**src/rtl/vga_sync_gen.sv**
```systemverilog
// VGA vertical counter and sync/visibility decode driven by an upstream horizontal counter.
// All outputs are registered and describe the (h_count, v_count) pair sampled at the same edge.
module vga_sync_gen #(
    parameter int unsigned H_VISIBLE_END = 639,
    parameter int unsigned H_SYNC_START  = 656,
    parameter int unsigned H_SYNC_END    = 751,
    parameter int unsigned V_VISIBLE_END = 479,
    parameter int unsigned V_SYNC_START  = 490,
    parameter int unsigned V_SYNC_END    = 491,
    parameter int unsigned V_END         = 524
) (
    input  logic        clk,
    input  logic        reset,
    input  logic [15:0] h_count,
    input  logic        enable_v,
    output logic [15:0] v_count,
    output logic        hsync_n,
    output logic        vsync_n,
    output logic        video_on,
    output logic [9:0]  pixel_x,
    output logic [9:0]  pixel_y,
    output logic        frame_start
);

    localparam logic [15:0] HVisEnd   = 16'(H_VISIBLE_END);
    localparam logic [15:0] HSyncSt   = 16'(H_SYNC_START);
    localparam logic [15:0] HSyncEnd  = 16'(H_SYNC_END);
    localparam logic [15:0] VVisEnd   = 16'(V_VISIBLE_END);
    localparam logic [15:0] VSyncSt   = 16'(V_SYNC_START);
    localparam logic [15:0] VSyncEnd  = 16'(V_SYNC_END);
    localparam logic [15:0] VEnd      = 16'(V_END);

    logic [15:0] v_count_q, v_count_d;
    logic        hsync_n_q, hsync_n_d;
    logic        vsync_n_q, vsync_n_d;
    logic        video_on_q, video_on_d;
    logic [9:0]  pixel_x_q, pixel_x_d;
    logic [9:0]  pixel_y_q, pixel_y_d;
    logic        frame_start_q, frame_start_d;

    always_comb begin
        v_count_d = v_count_q;
        if (enable_v) begin
            // Also recovers from any out-of-range line value.
            v_count_d = (v_count_q >= VEnd) ? 16'd0 : v_count_q + 16'd1;
        end
    end

    always_comb begin
        hsync_n_d     = !((h_count >= HSyncSt) && (h_count <= HSyncEnd));
        vsync_n_d     = !((v_count_q >= VSyncSt) && (v_count_q <= VSyncEnd));
        video_on_d    = (h_count <= HVisEnd) && (v_count_q <= VVisEnd);
        pixel_x_d     = video_on_d ? h_count[9:0] : 10'd0;
        pixel_y_d     = video_on_d ? v_count_q[9:0] : 10'd0;
        frame_start_d = (h_count == 16'd0) && (v_count_q == 16'd0);
    end

    always_ff @(posedge clk) begin
        if (reset) begin
            v_count_q     <= 16'd0;
            hsync_n_q     <= 1'b1;
            vsync_n_q     <= 1'b1;
            video_on_q    <= 1'b0;
            pixel_x_q     <= 10'd0;
            pixel_y_q     <= 10'd0;
            frame_start_q <= 1'b0;
        end else begin
            v_count_q     <= v_count_d;
            hsync_n_q     <= hsync_n_d;
            vsync_n_q     <= vsync_n_d;
            video_on_q    <= video_on_d;
            pixel_x_q     <= pixel_x_d;
            pixel_y_q     <= pixel_y_d;
            frame_start_q <= frame_start_d;
        end
    end

    assign v_count     = v_count_q;
    assign hsync_n     = hsync_n_q;
    assign vsync_n     = vsync_n_q;
    assign video_on    = video_on_q;
    assign pixel_x     = pixel_x_q;
    assign pixel_y     = pixel_y_q;
    assign frame_start = frame_start_q;

endmodule

```
**config.mk**
```make
export PLATFORM = sky130hd
export DESIGN_NAME = vga_sync_gen
export DESIGN_NICKNAME = d
export VERILOG_FILES = /design/src/rtl/vga_sync_gen.sv
export SDC_FILE = /design/constraint.sdc
export NUM_CORES = 1
export LEC_CHECK = 0
export ABC_CLOCK_PERIOD_IN_PS = 2400
export CORE_MARGIN = 3
export CORE_UTILIZATION = 44
export CTS_BUF_LIST = sky130_fd_sc_hd__clkbuf_2
export CTS_CLUSTER_SIZE = 25
export DETAILED_ROUTE_END_ITERATION = 16
export PLACE_DENSITY_LB_ADDON = 0.1
export SYNTH_ARGS = -nofsm -noshare
export SYNTH_HDL_FRONTEND = slang
export SYNTH_SLANG_ARGS = --single-unit
```
**constraint.sdc**
```tcl
create_clock -name clk -period 2.4 [get_ports clk]
set_input_delay 0.36 -clock clk [delete_from_list [all_inputs] [get_ports clk]]
set_output_delay 0.36 -clock clk [all_outputs]
set_load 0.005 [all_outputs]
```
==> results.md, run 1 <==
- The final layout contains 241 nets.
- The synthesized netlist occupies a cell area of 1490 µm².
- The critical path goes through or4_4 -> or4b_4 -> or2_1 -> or4_1.
- The die is 64.1 µm wide.
- The number of buffers added by the clock tree synthesis step is 5.
- The area of the die is 4110 µm².
- Synthesis instantiated 31 different standard cells from the library.
- For this run, the share of the core covered by cells in the final layout is 70.2%.
- TritonCTS built the clock tree.
- The share of post-route cells with drive strength above 1 is 6.79%.
- The data required time of the critical path is 2.67 ns.
- The number of antenna violations at the first check in global routing came to 0.
- The number of enable flip-flop cells after synthesis is 0.
- The TritonCTS sink count is 40.
- The number of maximum-capacitance violations is 0.
- The overall fraction of global-route tracks in use is 17.8%.
- The first-pass GRT wire length is 5.80 mm.
- After the first detailed-routing iteration, the DRC count stood at 38.
- The startpoint identified for the worst register-to-register timing path is v_count[10].
- The pre-antenna-repair detailed-routing pass consisted of 4 iterations.
- The hold buffer count at cts is 0.
- The power per standard cell area is 513 nW/µm².
- The worst reg2reg path depth is 4.
- The number of buffer and inverter instances along the worst setup path is 0.
- The number of hold-slack violations in the final timing report was 0.
- Counting along the longest clock path gives a buffer depth of 2.
- The final critical path time including I/O delays and setup is 2.29 ns.
- The height of the chip is 64.1 µm.
- The largest area contributor in the synthesized netlist is sky130_fd_sc_hd__dfxtp_1.
- The total via count in the routed design is 1,319.
- The number of rows in the core area is 20.
- The flow ran to the end, and the final reports show no timing, DRC or antenna violations.
- Counting instances, the worst hold path has a depth of 2.
- In this run the critical register-to-register path is captured at vsync_n.
- The category of the worst setup path capture point is a register.
- 0 antenna diodes ended up in the layout.
- The setup TNS is 0 ns.
- The routed wire length is 3.43 mm.
- The net switching power is 0.000230 W.
- The post-synthesis average cell area is 9.58 µm².
- The number of buffers inserted by port buffering is 58.
- Detailed placement finished with a half-perimeter wire length of 2.70 mm.
- The combinational group share of total power is 6.7%.
- The area of the core is 3130 µm².
- At the end of routability-driven placement, the weighted congestion stood at 0.865.
- The power after layout is 0.00113 W.
- The min-delay analysis places its worst path in the category input pin to register.
- In the post-synthesis netlist, the biggest area contributors are sky130_fd_sc_hd__dfxtp_1 (54%), sky130_fd_sc_hd__and2_1 (7.2%), sky130_fd_sc_hd__xnor2_1 (5.9%).
- The post-synthesis net count is 176.
- After clock tree synthesis, the clock-pin slew on the worst setup and hold paths is 0.18 ns.
- The cell count after synthesis came out at 155.
- In this run the number of H-tree levels came out at 2.
- For this run the aggregate overflow at the end of global routing stands at 0.
- The critical-path maximum fanout is 5.
- The routed wire length per instance is 13.0 µm.
- Of the available clock period, the critical path in the final layout requires 95.5%.
- The number of routed nets with antenna violations is 0.
- In this run the static leakage power is 0.786 nW.
- The register bit count reported by yosys is 40.
- For this run, the top clock speed supported by timing is 436 MHz.
- For this configuration, the core starts out at a cell density of 47.5%.
- The internal portion of the total power is 0.000896 W.
- The DRC violation count after routing is 0.
- The startpoint identified for the worst hold timing path is h_count[2].
- The buffer count from post-CTS setup fixing is 0.
- The clock latency on the worst-skew pair is 0.37 ns.
- Setup violations remaining at the end of the flow were counted as 0.
- The net switching share of the total power is 20.4%.
- For the final database, setup skew stands at 0.0135 ns.
- Of the synthesized area, sequential elements account for 53.9%.
- The post-place setup slack is 0.127 ns.
- The share of synthesized area in the top cell type comes to 53.9%.
- The family with the most delay on the worst path is simple AND/OR/NAND/NOR gates.
- The delay of the slowest critical-path stage is 0.56 ns.
- Setup repair after global routing left no endpoint under its margin.
- The peak supply drop is 0.325 mV.
- The via-per-instance ratio is 4.98.
- The largest net degree at the start of global routing is 18.
- In this run, post-CTS repair resized a total of 0 instances.
- The final max-slew violation count is 0.
- The post-synthesis async set-or-reset flop share is 0%.
- By count the netlist is led by sky130_fd_sc_hd__dfxtp_1 (40), sky130_fd_sc_hd__nor2_1 (21), sky130_fd_sc_hd__and2_1 (17).
- The fraction of power consumed by the clock network is 33.2%.
- The worst setup path is of the register to register kind.
- CTS placed an instance of sky130_fd_sc_hd__clkbuf_2 at the clock tree root.
- The startpoint kind of the worst setup timing path is a register.
- The via count of the first global-routing pass is 1,283.
- The portion of total power attributed to sequential cells is 60.1%.
- Data arrives at the worst endpoint at 2.56 ns.
- For hold timing, the worst endpoint is pixel_x[2].
- The setup check on the worst reg-to-reg path leaves a slack of 0.11 ns.
- Among all cell types in the netlist, the one instantiated most often is sky130_fd_sc_hd__dfxtp_1.
- The Yosys step of the flow raised 0 warnings.
- The cell type of the slowest stage on the worst timing path is sky130_fd_sc_hd__or4b_4.
- The area growth from synthesis to layout is 47.9%.
- During I/O placement, the number of pins put on the boundary was 59.
- After layout, the worst setup slack is 0.108 ns.
- In the synthesized netlist the dominant register cell turns out to be sky130_fd_sc_hd__dfxtp_1.
layout by cell type (no fill, tap or decap):
| cell type | n |
|---|---|
| sky130_fd_sc_hd__clkdlybuf4s50_1 | 58 |
| sky130_fd_sc_hd__dfxtp_1 | 40 |
| sky130_fd_sc_hd__nor2_1 | 21 |
| sky130_fd_sc_hd__and2_1 | 17 |
| sky130_fd_sc_hd__nor4_1 | 10 |
| sky130_fd_sc_hd__xnor2_1 | 10 |
| sky130_fd_sc_hd__nand2_1 | 10 |
| sky130_fd_sc_hd__nor3_1 | 6 |
| sky130_fd_sc_hd__clkbuf_2 | 6 |
| sky130_fd_sc_hd__inv_1 | 4 |
| sky130_fd_sc_hd__nand4_1 | 4 |
| sky130_fd_sc_hd__nand3_1 | 4 |
| sky130_fd_sc_hd__or3_1 | 3 |
| sky130_fd_sc_hd__xor2_1 | 3 |
| sky130_fd_sc_hd__buf_4 | 3 |
| sky130_fd_sc_hd__o31ai_1 | 2 |
| sky130_fd_sc_hd__or4_1 | 2 |
| sky130_fd_sc_hd__ha_1 | 2 |
| sky130_fd_sc_hd__or2_2 | 1 |
| sky130_fd_sc_hd__o311ai_0 | 1 |
| sky130_fd_sc_hd__or4_4 | 1 |
| sky130_fd_sc_hd__nand3b_1 | 1 |
| sky130_fd_sc_hd__a21oi_1 | 1 |
| sky130_fd_sc_hd__mux2i_1 | 1 |
| sky130_fd_sc_hd__or4b_4 | 1 |
| sky130_fd_sc_hd__o21ai_0 | 1 |
| sky130_fd_sc_hd__nor3_2 | 1 |
| sky130_fd_sc_hd__a31oi_1 | 1 |
| sky130_fd_sc_hd__and3_1 | 1 |
| sky130_fd_sc_hd__or2_1 | 1 |
| sky130_fd_sc_hd__nor4b_1 | 1 |
| sky130_fd_sc_hd__clkinv_2 | 1 |
| sky130_fd_sc_hd__bufinv_16 | 1 |
| sky130_fd_sc_hd__conb_1 | 1 |
worst max-delay path by stage:
stage,from,endpoint,depth (start not counted)
2_1_floorplan,v_count[10],vsync_n,4
3_3_place_gp,v_count[10],vsync_n,4
3_5_place_dp,v_count[10],vsync_n,4
4_1_cts,v_count[10],vsync_n,4
5_1_grt,v_count[10],vsync_n,4
6_report,v_count[10],vsync_n,4
routing by layer:
| layer | vias to the layer above | share of wire, % | GRT usage (%) |
|---|---|---|---|
| li1 | 657 | - | - |
| met1 | 596 | 44 | 21.1 |
| met2 | 62 | 48 | 30.1 |
| met3 | 4 | 7.8 | 6.33 |
| met4 | 0 | 0.47 | 5.01 |
| met5 | - | 0 | 0 |
flip-flops by register name, summed over array words and instances, names as in the netlist:
name         count
video_on         1
hsync_n          1
pixel_y         10
pixel_x         10
v_count         16
frame_start      1
vsync_n          1
stage by stage:
step	area, µm²	hold WS, ns	std cells
after floorplan	1490	0.452	155
after global placement	2130	0.473	257
after detailed placement	2130	0.544	257
after CTS	2200	0.541	265
after global routing	2200	0.529	265
final	2200	0.565	265
logic make-up after synthesis:
logic type | count (synthesis) | share of synthesized area (%)
simple gates | 85 | 31.3
flops | 40 | 53.9
xor+xnor | 13 | 7.67
buf+inv | 7 | 1.85
compound gates | 6 | 2.70
fa+ha+maj | 2 | 1.68
other cells | 1 | 0.252
mux | 1 | 0.674
cell type report:
cell class	instances	area, µm²
fillers	259	932
flip-flops and latches	40	801
clock buffers	6	30.0
clock inverters	2	35.0
multi-input cells	108	657
well taps	44	55.1
repair buffers	61	603
inverters	4	15.0
power by group through the flow:
stage	clock (W)	combinational, W	sequential [W]
finish	0.000373	0.0000758	0.000677
floorplan	0	0.0000251	0.000689
detailed placement	0	0.0000755	0.000691
CTS	0.000390	0.0000764	0.000677
global placement	0	0.0000743	0.000690
global route	0.000420	0.0000834	0.000679
Power figures use the tool's default switching activity.
==> inputs of run 2 (changes only) <==
Settings changed: CORE_MARGIN 3 to 2, CORE_UTILIZATION 44 to 35, SLEW_MARGIN set to 20.
==> results.md, run 2 (synthesis gave the netlist of run 1 again) <==
- The number of nets in the layout is 243 (+0.83%).
- The area of the die is 4780 µm² (+16%).
- The hold buffer count at cts is 0 (unchanged).
- The number of hold-slack violations in the final timing report is 0 (unchanged).
- The final RePlAce weighted congestion is 0.799 (-7.5%).
- The startpoint kind of the worst setup timing path is a register.
- The category of the worst setup path capture point is a register.
- The number of antenna violations at the first check in global routing is 0 (unchanged).
- The worst reg2reg path depth is 4 (unchanged).
- The path class of the tightest hold or removal check is input pin to register.
- The worst register-to-register path ends at vsync_n.
- The arrival time reported for the critical path endpoint is 2.56 ns (about the same).
- The power per standard cell area is 476 nW/µm² (-7.1%).
- The peak supply drop is 0.351 mV (+8.0%).
- The overall fraction of global-route tracks in use was 16.4% (-1.3 points).
- The cell area after placement was 2150 µm² (+1.1%).
- The post-place setup slack is 0.144 ns (+0.0169 ns).
- The buffer count from post-CTS setup fixing came to 0 (unchanged).
- The first-pass iteration count of the detailed router was 4 (unchanged).
- The area growth from synthesis to layout is 47.9% (about the same).
- The clock latency on the worst-skew pair came to 0.40 ns (+0.03 ns).
- The run finished with clean final reports.
- The routed wire length is 3.76 mm (+9.6%).
- The number of rows in the core area is 23 (+15%).
- The smallest setup slack after layout was 0.153 ns (+0.0441 ns).
- The post-route cell area is 2200 µm² (about the same).
- The utilization of the core after routing is 54.5% (-16 points).
- The number of buffers added by the clock tree synthesis step was 5 (unchanged).
- The iteration-0 DRC count of the detailed router is 75 (+97%).
- The critical-path maximum fanout came to 6 (+1).
- The number of buffers inserted by port buffering is 58 (unchanged).
- The data required time of the critical path is 2.71 ns (+0.04 ns).
- Clock tree synthesis selected as its root buffer the cell sky130_fd_sc_hd__clkbuf_2.
- The upper clock frequency limit was 445 MHz (+2.0%).
- The number of top-level pins was 59 (unchanged).
- TritonCTS built the clock tree.
- The area of the core is 4030 µm² (+29%).
- The count of instances resized after the clock tree is built is 0 (unchanged).
- The share of the clock period used by the worst path after layout is 93.6% (-1.8 points).
- The number of maximum-capacitance violations is 0 (unchanged).
- The routed wire length per instance is 13.8 µm (+6.3%).
- The total via count in the routed design came to 1,325 (+0.45%).
- Setup repair after global routing left no endpoint under its margin.
- The number of diodes is 0 (unchanged).
- In this run the critical register-to-register path is launched from v_count[11].
- The leftover overflow at the end of global routing is 0 (unchanged).
- In this run the most critical hold path is launched from h_count[0].
- The leakage power of the design was 0.786 nW (about the same).
- The setup TNS is 0 ns (unchanged).
- The first-pass GRT wire length is 6.39 mm (+10%).
- The final worst clock skew is 0.0205 ns (+0.00701 ns).
- The number of cells traversed by the worst hold path was 2 (unchanged).
- The destination of the worst hold path is pixel_x[0].
- The half-perimeter wire length after placement is 2.85 mm (+5.7%).
- The power after layout came to 0.00105 W (-7.1%).
- The final setup violation count came to 0 (unchanged).
- The flip-flop count of the largest register after layout is 16 (unchanged).
- The type of the setup path with the least slack is register to register.
- The clock-pin slew on the worst setup and hold paths is 0.21 ns (+0.03 ns).
- The buffer levels on the longest clock path is 2 (unchanged).
- The minimum setup slack among reg-to-reg paths is 0.15 ns (+0.04 ns).
- The height of the chip is 69.1 µm (+7.9%).
- The DRC violation count after routing was 0 (unchanged).
- The maximum level of the CTS H-tree was 2 (unchanged).
- The most frequent standard cell in the layout excluding fill and tap cells is sky130_fd_sc_hd__clkdlybuf4s50_1.
- Leaving out fill and tap cells, the most frequent cells in the layout are sky130_fd_sc_hd__clkdlybuf4s50_1 (58), sky130_fd_sc_hd__dfxtp_1 (40), sky130_fd_sc_hd__nor2_1 (21).
- The horizontal die dimension is 69.1 µm (+7.9%).
- The number of routed nets with antenna violations is 0 (unchanged).
- The final critical path time including I/O delays and setup is 2.25 ns (-0.0441 ns).
- The via count of the first global-routing pass is 1,346 (+4.9%).
- The largest net degree at the start of global routing is 18 (unchanged).
- The via-per-instance ratio is 4.85 (-2.5%).
- The initial core utilization is 36.9% (-11 points).
- The TritonCTS sink count is 40 (unchanged).
- The share of post-route cells with drive strength above 1 is 7.62% (+0.84 points).
- The final max-slew violation count is 0 (unchanged).
[run 2: cell types whose count changed in the layout (fill, tap and decap cells not counted), sizes merged]
cell,previous run,this run
buf,3,5
clkbuf,6,5
bufinv,1,0
clkinv,1,3
[run 2: power breakdown]
part	total [W]	switching [W]	internal, W
Combinational	0.0000770	0.0000292	0.0000478
Sequential	0.000677	0.00000672	0.000670
Clock	0.000292	0.000222	0.0000704
Total	0.00105	0.000258	0.000789
[run 2: final cells by class]
type	count	area [µm²]
clock inverters	3	18.8
fillers	383	1830
multi-input cells	108	657
repair buffers	63	618
inverters	4	15.0
clock buffers	5	25.0
flip-flops and latches	40	801
well taps	50	62.6
[run 2: worst max path at each step]
| stage | start | endpoint | slack (ns) | depth (start not counted) |
|---|---|---|---|---|
| floorplan | v_count[10] | vsync_n | 0.21 | 4 |
| global placement | v_count[10] | vsync_n | 0.18 | 4 |
| detailed placement | v_count[10] | vsync_n | 0.14 | 4 |
| CTS | v_count[10] | vsync_n | 0.16 | 4 |
| global route | v_count[10] | vsync_n | 0.12 | 4 |
| finish | v_count[11] | vsync_n | 0.15 | 4 |
[run 2: worst max-delay path, stage by stage (launching register included)]
cell and delay [ns]:
sky130_fd_sc_hd__dfxtp_1 0.40, sky130_fd_sc_hd__or4_4 0.50, sky130_fd_sc_hd__or4b_4 0.57, sky130_fd_sc_hd__or2_1 0.24
sky130_fd_sc_hd__or4_1 0.47
[run 2: routing by layer]
layer | global-route usage, % | routed length [µm] | up-vias
met5 | 0 | 0 | -
li1 | - | - | 665
met4 | 5.88 | 45 | 0
met2 | 27.4 | 1820 | 41
met1 | 20.2 | 1680 | 613
met3 | 4.68 | 212 | 6
[run 2: stage by stage]
stage	cells	hold WS, ns
after floorplan	155	0.452
after global placement	265	0.473
after detailed placement	265	0.526
after CTS	273	0.510
after global routing	273	0.504
final	273	0.524
==> inputs of run 3 (changes only) <==
Settings changed: ABC_CLOCK_PERIOD_IN_PS 2400 to 2900, CORE_ASPECT_RATIO set to 1.2.
Clock period 2.4 ns to 2.9 ns, I/O delays scaled along.
==> results.md, run 3 (synthesis gave the netlist of run 1 again) <==
- The flow ran to the end, and the final reports show no timing, DRC or antenna violations.
- The overall fraction of global-route tracks in use was 15.7% (-0.72 points).
- The number of buffer and inverter instances along the worst setup path is 0 (unchanged).
- The relative slew slack is 57.6%.
- The data required time of the critical path was 3.18 ns (+0.47 ns).
- The post-place setup slack was 0.500 ns (+0.355 ns).
- The combinational group share of total power is 6.5% (-0.9 points).
- The net switching share of the total power is 21.7% (-3.0 points).
- The count of instances resized after the clock tree is built is 0 (unchanged).
- The final setup violation count is 0 (unchanged).
- The internal power of the cells came to 0.000741 W (-6.1%).
- The final RePlAce weighted congestion is 0.851 (+6.4%).
- The share of post-route cells with drive strength above 1 is 5.94% (-1.7 points).
- The initial core utilization was 37.1% (+0.23 points).
- The portion of total power attributed to sequential cells is 59.2% (-5.5 points).
- The path class of the tightest hold or removal check is register to register.
- The worst hold path terminates at v_count[15].
- The final critical path time including I/O delays and setup is 2.26 ns (+0.0114 ns).
- The number of nets in the layout is 239 (-1.6%).
- The horizontal die dimension is 63.5 µm (-8.2%).
- The fraction of power consumed by the clock network came to 34.3% (+6.4 points).
- The critical-path maximum fanout is 6 (unchanged).
- The power per standard cell area is 431 nW/µm² (-9.4%).
- The area of the die is 4780 µm² (about the same).
- The number of antenna violations at the first check in global routing is 0 (unchanged).
- The routed wire length is 3.52 mm (-6.5%).
- The buffer levels on the longest clock path is 2 (unchanged).
- The largest net degree at the start of global routing is 18 (unchanged).
- The minimum setup slack among reg-to-reg paths was 0.64 ns (+0.49 ns).
- The leakage power of the design came to 0.777 nW (-1.1%).
- The type of the setup path with the least slack is register to register.
- The final max-slew violation count is 0 (unchanged).
- The flip-flop count of the largest register after layout is 16 (unchanged).
- In this run the clock root is driven by a sky130_fd_sc_hd__clkbuf_2.
- The worst hold slack across all endpoints is 0.529 ns (+0.00444 ns).
- The iteration-0 DRC count of the detailed router is 22 (-71%).
- The first-pass GRT wire length came to 5.84 mm (-8.5%).
- The number of diodes is 0 (unchanged).
- Setup repair after global routing left no endpoint under its margin.
- The smallest setup slack after layout is 0.641 ns (+0.489 ns).
- The number of maximum-capacitance violations is 0 (unchanged).
- The buffer count from post-CTS setup fixing came to 0 (unchanged).
- The half-perimeter wire length after placement is 2.68 mm (-6.2%).
- The number of cells traversed by the worst hold path came to 2 (unchanged).
- The area growth from synthesis to layout is 47.7%.
- The library cells used most frequently in the layout, excluding fill and tap cells, are sky130_fd_sc_hd__clkdlybuf4s50_1 (58), sky130_fd_sc_hd__dfxtp_1 (40), sky130_fd_sc_hd__nor2_1 (21).
- The worst setup path is captured at a register.
- The via-per-instance ratio is 4.70 (-3.1%).
- The maximum level of the CTS H-tree is 2 (unchanged).
- The leftover overflow at the end of global routing is 0 (unchanged).
- The most frequent standard cell in the layout excluding fill and tap cells is sky130_fd_sc_hd__clkdlybuf4s50_1.
- The setup TNS is 0 ns (unchanged).
- Grouping stages by cell kind, the critical path spends the most delay in simple AND/OR/NAND/NOR gates.
- The worst-margin pin slew is 0.634 ns.
- The routed wire length per instance is 12.9 µm (-6.5%).
- The DRC violation count after routing came to 0 (unchanged).
- The beginning of the worst register-to-register path is v_count[11].
- The arrival time reported for the critical path endpoint is 2.54 ns (-0.02 ns).
- The total via count in the routed design was 1,284 (-3.1%).
- The number of rows in the core area is 25 (+8.7%).
- The clock-pin slew on the worst setup and hold paths is 0.18 ns (-0.03 ns).
- The delay of the slowest critical-path stage is 0.57 ns (about the same).
- The launch instance of the worst min-delay path is v_count[15].
- The net switching power is 0.000205 W (-20%).
- The peak supply drop is 0.258 mV (-26%).
- The upper clock frequency limit came to 443 MHz (-0.50%).
- The number of buffers added by the clock tree synthesis step came to 5 (unchanged).
- The hold buffer count at cts is 0 (unchanged).
- The worst reg2reg path depth is 4 (unchanged).
- For this design, the slowest cell found on the critical path is sky130_fd_sc_hd__or4b_4.
- Traced cell by cell, the critical path runs through or4_4 -> or4b_4 -> or2_1 -> or4_1.
- The final worst clock skew was 0.0149 ns (-0.00559 ns).
- The number of routed nets with antenna violations is 0 (unchanged).
- The first-pass iteration count of the detailed router is 4 (unchanged).
- The worst reg2reg path endpoint is vsync_n.
- The CTS tree is built.
- The TritonCTS sink count is 40 (unchanged).
- The via count of the first global-routing pass was 1,268 (-5.8%).
- STA classifies the critical path startpoint as a register.
- The number of top-level pins came to 59 (unchanged).
- The number of buffers inserted by port buffering came to 58 (unchanged).
- The critical path starts at v_count[11].
- The number of hold-slack violations in the final timing report is 0 (unchanged).
- The clock latency on the worst-skew pair is 0.39 ns (about the same).
- The area of the core was 4000 µm² (-0.62%).
- The share of the clock period used by the worst path after layout came to 77.9% (-16 points).
- The height of the chip came to 75.4 µm (+9.0%).
==> run 3: cell type report <==
type | count | area [µm²]
timing repair buffer | 59 | 588
sequential | 40 | 801
clock buffer | 6 | 30.0
tap | 54 | 67.6
multi-input combinational | 108 | 657
inverter | 4 | 15.0
fill | 381 | 1810
clock inverter | 2 | 35.0
==> run 3: routing by layer <==
| metal | up-vias | wire [µm] | part of all wire (%) | global-route usage, % |
|---|---|---|---|---|
| met5 | - | 0 | 0 | 0 |
| met4 | 0 | 41 | 1.2 | 5.07 |
| met3 | 5 | 249 | 7.1 | 5.91 |
| met2 | 39 | 1730 | 49 | 28.2 |
| met1 | 589 | 1500 | 43 | 17.4 |
| li1 | 651 | - | - | - |
==> run 3: worst register-to-register path: stages, from the launching register on <==
cell	delay, ns
sky130_fd_sc_hd__dfxtp_1	0.40
sky130_fd_sc_hd__or4_4	0.51
sky130_fd_sc_hd__or4b_4	0.57
sky130_fd_sc_hd__or2_1	0.24
sky130_fd_sc_hd__or4_1	0.45
==> run 3: through the flow <==
step / util, % / instance area [µm²] / cells / total power [W]
2_1_floorplan: - / 1490 / 155 / 0.000591
3_3_place_gp: 53.2 / 2130 / 265 / 0.000632
3_5_place_dp: 53.2 / 2130 / 265 / 0.000633
4_1_cts: 54.8 / 2190 / 273 / 0.000957
5_1_grt: 54.8 / 2190 / 273 / 0.000985
6_report: 54.8 / 2190 / 273 / 0.000946
==> run 3: worst max path at each step <==
stage	end	depth (start not counted)
final	vsync_n	4
after global routing	vsync_n	4
after CTS	vsync_n	4
after detailed placement	v_count[13]	5
after global placement	v_count[13]	5
after floorplan	vsync_n	4
==> run 3: power by group through the flow <==
stage	clock network, W	logic, W	registers [W]
after floorplan	0	0.0000208	0.000570
after global placement	0	0.0000610	0.000571
after global routing	0.000356	0.0000676	0.000562
after detailed placement	0	0.0000613	0.000572
final	0.000324	0.0000616	0.000560
after CTS	0.000335	0.0000620	0.000560
